### src/rtl/lfsr_seq_ctrl.sv
`default_nettype none
// ============================================================================
// Module      : lfsr_seq_ctrl
// Description : Run controller for the 19-bit XOR-feedback LFSR. Sequences
//               sh_en for a fixed shift count or until the LFSR reports the
//               end of its period (max_tick), with a timeout guard. Counts
//               MSB ones/zeros and shifts, and exposes a start/busy/done
//               handshake to the host.
// Revision    : 1.0 - initial release
// ============================================================================
module lfsr_seq_ctrl #(
  parameter int CNT_W   = 20,
  parameter int TIMEOUT = 524288
) (
  input  logic             clk,
  input  logic             rst_n,
  input  logic             start,
  input  logic             mode,
  input  logic [CNT_W-1:0] len,
  input  logic             abort,
  input  logic             max_tick,
  input  logic             msb,
  output logic             sh_en,
  output logic             busy,
  output logic             done,
  output logic             timeout,
  output logic [CNT_W-1:0] ones_cnt,
  output logic [CNT_W-1:0] zeros_cnt,
  output logic [CNT_W-1:0] shifts
);

  typedef enum logic [1:0] {
    ST_IDLE = 2'd0,
    ST_RUN  = 2'd1,
    ST_DONE = 2'd2
  } state_t;

  localparam logic [CNT_W-1:0] C_TIMEOUT = CNT_W'(TIMEOUT);
  localparam logic [CNT_W-1:0] C_ONE     = CNT_W'(1);

  state_t           state_q, state_d;
  logic             mode_q, mode_d;
  logic [CNT_W-1:0] len_q, len_d;
  logic [CNT_W-1:0] ones_q, ones_d;
  logic [CNT_W-1:0] zeros_q, zeros_d;
  logic [CNT_W-1:0] shifts_q, shifts_d;
  logic             timeout_q, timeout_d;
  logic             sh_en_q, busy_q, done_q;
  logic [CNT_W-1:0] w_shifts_inc;

  // Shift count including the current RUN cycle; drives both the counter
  // update and the end-of-run compares so they agree on the same cycle.
  assign w_shifts_inc = shifts_q + C_ONE;

  // Next-state and counter update logic.
  always_comb begin
    state_d   = state_q;
    mode_d    = mode_q;
    len_d     = len_q;
    ones_d    = ones_q;
    zeros_d   = zeros_q;
    shifts_d  = shifts_q;
    timeout_d = timeout_q;
    unique case (state_q)
      ST_IDLE: begin
        if (start) begin
          mode_d    = mode;
          len_d     = len;
          ones_d    = '0;
          zeros_d   = '0;
          shifts_d  = '0;
          timeout_d = 1'b0;
          // A zero-length fixed run skips RUN entirely and never shifts.
          if (!mode && (len == '0)) begin
            state_d = ST_DONE;
          end else begin
            state_d = ST_RUN;
          end
        end
      end
      ST_RUN: begin
        // Abort wins over every completion condition and leaves the
        // aborting cycle uncounted.
        if (abort) begin
          state_d = ST_IDLE;
        end else begin
          shifts_d = w_shifts_inc;
          if (msb) begin
            ones_d = ones_q + C_ONE;
          end else begin
            zeros_d = zeros_q + C_ONE;
          end
          if (!mode_q) begin
            if (w_shifts_inc == len_q) begin
              state_d = ST_DONE;
            end
          end else if (max_tick) begin
            state_d = ST_DONE;
          end else if (w_shifts_inc == C_TIMEOUT) begin
            timeout_d = 1'b1;
            state_d   = ST_DONE;
          end
        end
      end
      ST_DONE: begin
        state_d = ST_IDLE;
      end
      default: begin
        state_d = ST_IDLE;
      end
    endcase
  end

  // State, latched run parameters and counters.
  always_ff @(posedge clk or negedge rst_n) begin
    if (!rst_n) begin
      state_q   <= ST_IDLE;
      mode_q    <= 1'b0;
      len_q     <= '0;
      ones_q    <= '0;
      zeros_q   <= '0;
      shifts_q  <= '0;
      timeout_q <= 1'b0;
    end else begin
      state_q   <= state_d;
      mode_q    <= mode_d;
      len_q     <= len_d;
      ones_q    <= ones_d;
      zeros_q   <= zeros_d;
      shifts_q  <= shifts_d;
      timeout_q <= timeout_d;
    end
  end

  // Registered decode of the next state so handshake outputs are glitch-free
  // and line up exactly with the state they describe.
  always_ff @(posedge clk or negedge rst_n) begin
    if (!rst_n) begin
      sh_en_q <= 1'b0;
      busy_q  <= 1'b0;
      done_q  <= 1'b0;
    end else begin
      sh_en_q <= (state_d == ST_RUN);
      busy_q  <= (state_d != ST_IDLE);
      done_q  <= (state_d == ST_DONE);
    end
  end

  assign sh_en     = sh_en_q;
  assign busy      = busy_q;
  assign done      = done_q;
  assign timeout   = timeout_q;
  assign ones_cnt  = ones_q;
  assign zeros_cnt = zeros_q;
  assign shifts    = shifts_q;

endmodule
`default_nettype wire

### config.mk
export PLATFORM = sky130hd
export DESIGN_NAME = lfsr_seq_ctrl
export DESIGN_NICKNAME = d
export VERILOG_FILES = /design/src/rtl/lfsr_seq_ctrl.sv
export SDC_FILE = /design/constraint.sdc
export NUM_CORES = 1
export LEC_CHECK = 0
export ABC_AREA = 1
export CAP_MARGIN = 25
export CORE_UTILIZATION = 55
export CTS_CLUSTER_SIZE = 28
export DETAILED_ROUTE_END_ITERATION = 16
export GPL_ROUTABILITY_DRIVEN = 0
export MAX_ROUTING_LAYER = met4
export PLACE_DENSITY = 0.83
export SETUP_SLACK_MARGIN = 0.15
export SLEW_MARGIN = 20
export SYNTH_ARGS = -nofsm -noshare
export SYNTH_HDL_FRONTEND = slang
export SYNTH_SLANG_ARGS = --single-unit
### constraint.sdc
create_clock -name clk -period 4.1 [get_ports clk]
set_input_delay 0.82 -clock clk [delete_from_list [all_inputs] [get_ports clk]]
set_output_delay 0.82 -clock clk [all_outputs]
set_load 0.02 [all_outputs]
==> metrics.md <==
| Metric | Value |
|---|---|
| Result of the run | complete, but fails checks |
| Violations in the final reports | design-rule violations |
| Top post-synthesis cells by count | sky130_fd_sc_hd__nand2_1, sky130_fd_sc_hd__inv_1, sky130_fd_sc_hd__dfrtp_1 |
| # clock sinks | 87 |
| Post-synth EDFFs | 0 |
| Number of routed nets with antenna violations | 0 |
| Fraction of the mapped netlist area in adder cells | less than 1% |
| Post-synthesis cell count | 695 |
| Startpoint class of the critical path | input pin |
| Distinct cell type count after synthesis | 42 |
| Post-synthesis compound-gate area fraction | 10.5% |
| Setup repair after global routing missed its margin | no |
| TritonCTS Buffers | 9 |
| Final WL | 13100 um |
| # Post-CTS Setup Buffers | 0 |
| Total of max-cap violations | 0 |
| Share of layout cells above drive strength 1 | 7.19% |
| Yosys synthesis warning count | 0 |
| Post-synthesis cell type with the largest combined area | sky130_fd_sc_hd__dfrtp_1 |
| Max-slew violations | 0 |
| Number of placed I/O pins | between 90 and 100 |
| Share of synthesized cell area in and, or, nand and nor gates | 34.7% |
| Final Critical Period | 2.92 ns |
| Clock-pin slew reported for the worst setup and hold paths after clock tree synthesis | 0.10 ns |
| Clock tree from TritonCTS | yes |
| Endpoint required time on the critical path | 4.35 ns |
| Width of the chip | 98.2 um |
| Summed instance area of the synthesized netlist | 5090 sq um |
| Number of nets produced by synthesis | 725 |
| Average routed wire per standard cell | roughly 15 um |
| Global-route wire length before repair | between 20000 and 25000 um |
| Initial antenna violation count | 0 |
| Proportion of synthesized area in mux cells | 0% |
| Post-synthesis async set-or-reset flop share | between 90% and 100% |
| XOR/XNOR share of the synthesized area | 1.89% |
| Starting DRC count in detailed routing | 211 |
| Vertical die dimension | 98.2 um |
| H-tree depth reported by CTS | 3 |
| Transition time of the tightest slew-check pin | 0.922 ns |
| Register area share after synthesis | 42.8% |
| TNS Setup | 0 ns |
| Leakage component of the power | roughly 2.8 nW |
| Vias per cell | 5.53 |
| Critical path capture point type | flip-flop |
| Total Nets Final | between 800 and 900 |
| Largest cells by area after synthesis | sky130_fd_sc_hd__dfrtp_1, sky130_fd_sc_hd__nand2_1, sky130_fd_sc_hd__inv_1, sky130_fd_sc_hd__nand3_1, sky130_fd_sc_hd__o21ai_0 |
| IO Port Bufs | 90 |
| Period utilization | between 70% and 80% |
| Prevailing post-synth register cell | sky130_fd_sc_hd__dfrtp_1 |
| WP data arrival | 3.18 ns |
| Number of remaining DRC errors | 1 |
| Largest family of logic cells by synthesized area | simple AND/OR/NAND/NOR gates |
| Final Total Pwr | roughly 0.0026 W |
| Finish-stage setup viols | 0 |
| First-pass DRT Iterations | 13 |
| Areal power density over the cells | 411 nW/um^2 |
| Overflow after GRT | 0 |
| Worst clock skew on the final layout | roughly 0.014 ns |
| Crit path max fanout | 23 |
| Slew headroom | between 30% and 40% |
| Peak VDD IR | 255 uV |
| Floorplan core area | 8850 sq um |
| Post-DP HPWL | roughly 9700 um |
| Die outline area | 9640 sq um |
| Number of gates resized after cts | 0 |
| Vias in the first global route | 4922 |
| Number of inserted diodes | 0 |
| Hold bufs inserted after CTS | 0 |
| Number of standard-cell rows in the floorplan | 34 |
| Achievable frequency | approximately 0.34 GHz |
| Number of vias after detailed routing | 4979 |
| Top cell type's share of synthesized area | 42.8% |
| Initial core utilization | 57.5% |
| Maximum number of pins on one net before global-route repair | between 70 and 80 |
| Number of hold violations in the final report | 0 |
| Most instantiated library cell after synthesis | sky130_fd_sc_hd__nand2_1 |
| Global-route usage over all layers | between 20 and 30% |
| Syn_area_per_cell | 7.32 sq um |
| Clock network latency to the later pin of the worst-skew pair | about 0.36 ns |
| Hold Path Class | flip-flop to flip-flop |
| Area Growth Syn to Fin | 24.0% |
| Flops & latches, synth | slightly below 90 |
| Maximum buffer depth of the clock tree | 2 |
| Root Buffer Master | sky130_fd_sc_hd__clkbuf_8 |
| Type of the worst setup path | input pin to flip-flop |
==> metal layers <==
metal | vias to the layer above | GRT usage [%] | part of all wire, % | routed length [um]
li1 | 2438 | - | - | -
met1 | 2313 | 36.6 | 41 | 5400
met2 | 195 | 49.9 | 50 | 6580
met3 | 33 | 2.79 | 6.2 | 815
met4 | 0 | 10.8 | 2.3 | 301
met5 | - | - | 0 | 0
==> worst paths after layout <==
check / cells past startpoint / to / startpoint / slack [ns]
setup / recovery: 14 / zeros_cnt[13]$_DFFE_PN0P_ / abort / 1.18
hold / removal: 2 / mode_q$_DFFE_PN0P_ / mode_q$_DFFE_PN0P_ / 0.50
setup reg to reg: 13 / zeros_cnt[13]$_DFFE_PN0P_ / state_q[1]$_DFF_PN0_ / 1.43
hold reg to reg: 2 / mode_q$_DFFE_PN0P_ / mode_q$_DFFE_PN0P_ / 0.50
max in group asynchronous: 2 / timeout$_DFFE_PN0P_ / rst_n / 2.73
min in group asynchronous: 1 / shifts[4]$_DFFE_PN0P_ / rst_n / 0.54
==> layout by cell type (no fill, tap or decap), types with 2 or more instances in the layout <==
master and count:
sky130_fd_sc_hd__o21ai_1 8, sky130_fd_sc_hd__nor2_1 49, sky130_fd_sc_hd__nand4_2 2, sky130_fd_sc_hd__xnor2_1 7, sky130_fd_sc_hd__nor3_1 18, sky130_fd_sc_hd__nand2_2 9, sky130_fd_sc_hd__ha_1 3, sky130_fd_sc_hd__nor3b_1 4
sky130_fd_sc_hd__xor2_1 4, sky130_fd_sc_hd__nor3_4 2, sky130_fd_sc_hd__nor3_2 3, sky130_fd_sc_hd__a21oi_1 14, sky130_fd_sc_hd__nor4_1 6, sky130_fd_sc_hd__o21ai_0 47, sky130_fd_sc_hd__clkinv_1 2, sky130_fd_sc_hd__clkdlybuf4s50_1 89
sky130_fd_sc_hd__nand2_1 190, sky130_fd_sc_hd__o22ai_1 13, sky130_fd_sc_hd__buf_4 4, sky130_fd_sc_hd__inv_6 2, sky130_fd_sc_hd__dfrtp_1 87, sky130_fd_sc_hd__clkbuf_8 10, sky130_fd_sc_hd__inv_1 111, sky130_fd_sc_hd__nor2_2 6
sky130_fd_sc_hd__clkinvlp_4 2, sky130_fd_sc_hd__nor2_4 6, sky130_fd_sc_hd__o31ai_1 6, sky130_fd_sc_hd__nand3_1 52, sky130_fd_sc_hd__nand4_1 17, sky130_fd_sc_hd__nand3b_1 4
==> state kept, by name, indices dropped and copies added (netlist names) <==
name / count
busy: 1
done: 1
len_q: 20
mode_q: 1
ones_cnt: 20
sh_en: 1
shifts: 20
state_q: 2
timeout: 1
zeros_cnt: 20
==> power breakdown <==
group / total, W / leakage [nW] / internal, W / switching, W
clock: 0.000633 / 0.0993 / 0.000302 / 0.000331
combinational: 0.000830 / 1.56 / 0.000300 / 0.000529
sequential: 0.00113 / 1.17 / 0.00100 / 0.000127
==> critical path, cell delays in order <==
cell	delay [ns]
sky130_fd_sc_hd__clkdlybuf4s50_1	0.41
sky130_fd_sc_hd__inv_1	0.13
sky130_fd_sc_hd__nand2_2	0.23
sky130_fd_sc_hd__nand2_2	0.11
sky130_fd_sc_hd__buf_4	0.26
sky130_fd_sc_hd__nand2_2	0.22
sky130_fd_sc_hd__nor3_2	0.19
sky130_fd_sc_hd__nand2_1	0.11
sky130_fd_sc_hd__inv_1	0.11
sky130_fd_sc_hd__nand2_1	0.11
sky130_fd_sc_hd__nor2_1	0.16
sky130_fd_sc_hd__nand2_1	0.09
sky130_fd_sc_hd__o21ai_0	0.15
sky130_fd_sc_hd__a21oi_1	0.06
==> kinds of logic after synthesis <==
family / count (synthesis)
buffers and inverters: 126
xor gates and xnor gates: 11
adders and majority gates: 3
DFF: 87
and+or+nand+nor: 373
AOI/OAI and AO/OA: 95
==> through the flow <==
stage	utilization (%)	setup WS [ns]	instance area, sq um	cells	hold slack [ns]
floorplan	-	2.06	5090	695	0.453
global placement	68.9	0.954	6100	885	0.470
detailed placement	68.9	0.797	6100	885	0.480
CTS	71.3	1.18	6300	901	0.501
global route	71.3	0.928	6300	901	0.550
finish	71.3	1.18	6300	901	0.499
==> cell type report <==
cell class,count,area [sq um]
clock buffer,10,138
fill,712,2540
sequential,87,2180
multi-input combinational,482,2430
tap,108,135
clock inverter,6,67.6
inverter,115,434
timing repair buffer,93,921
(Power assumes the default switching activity.)
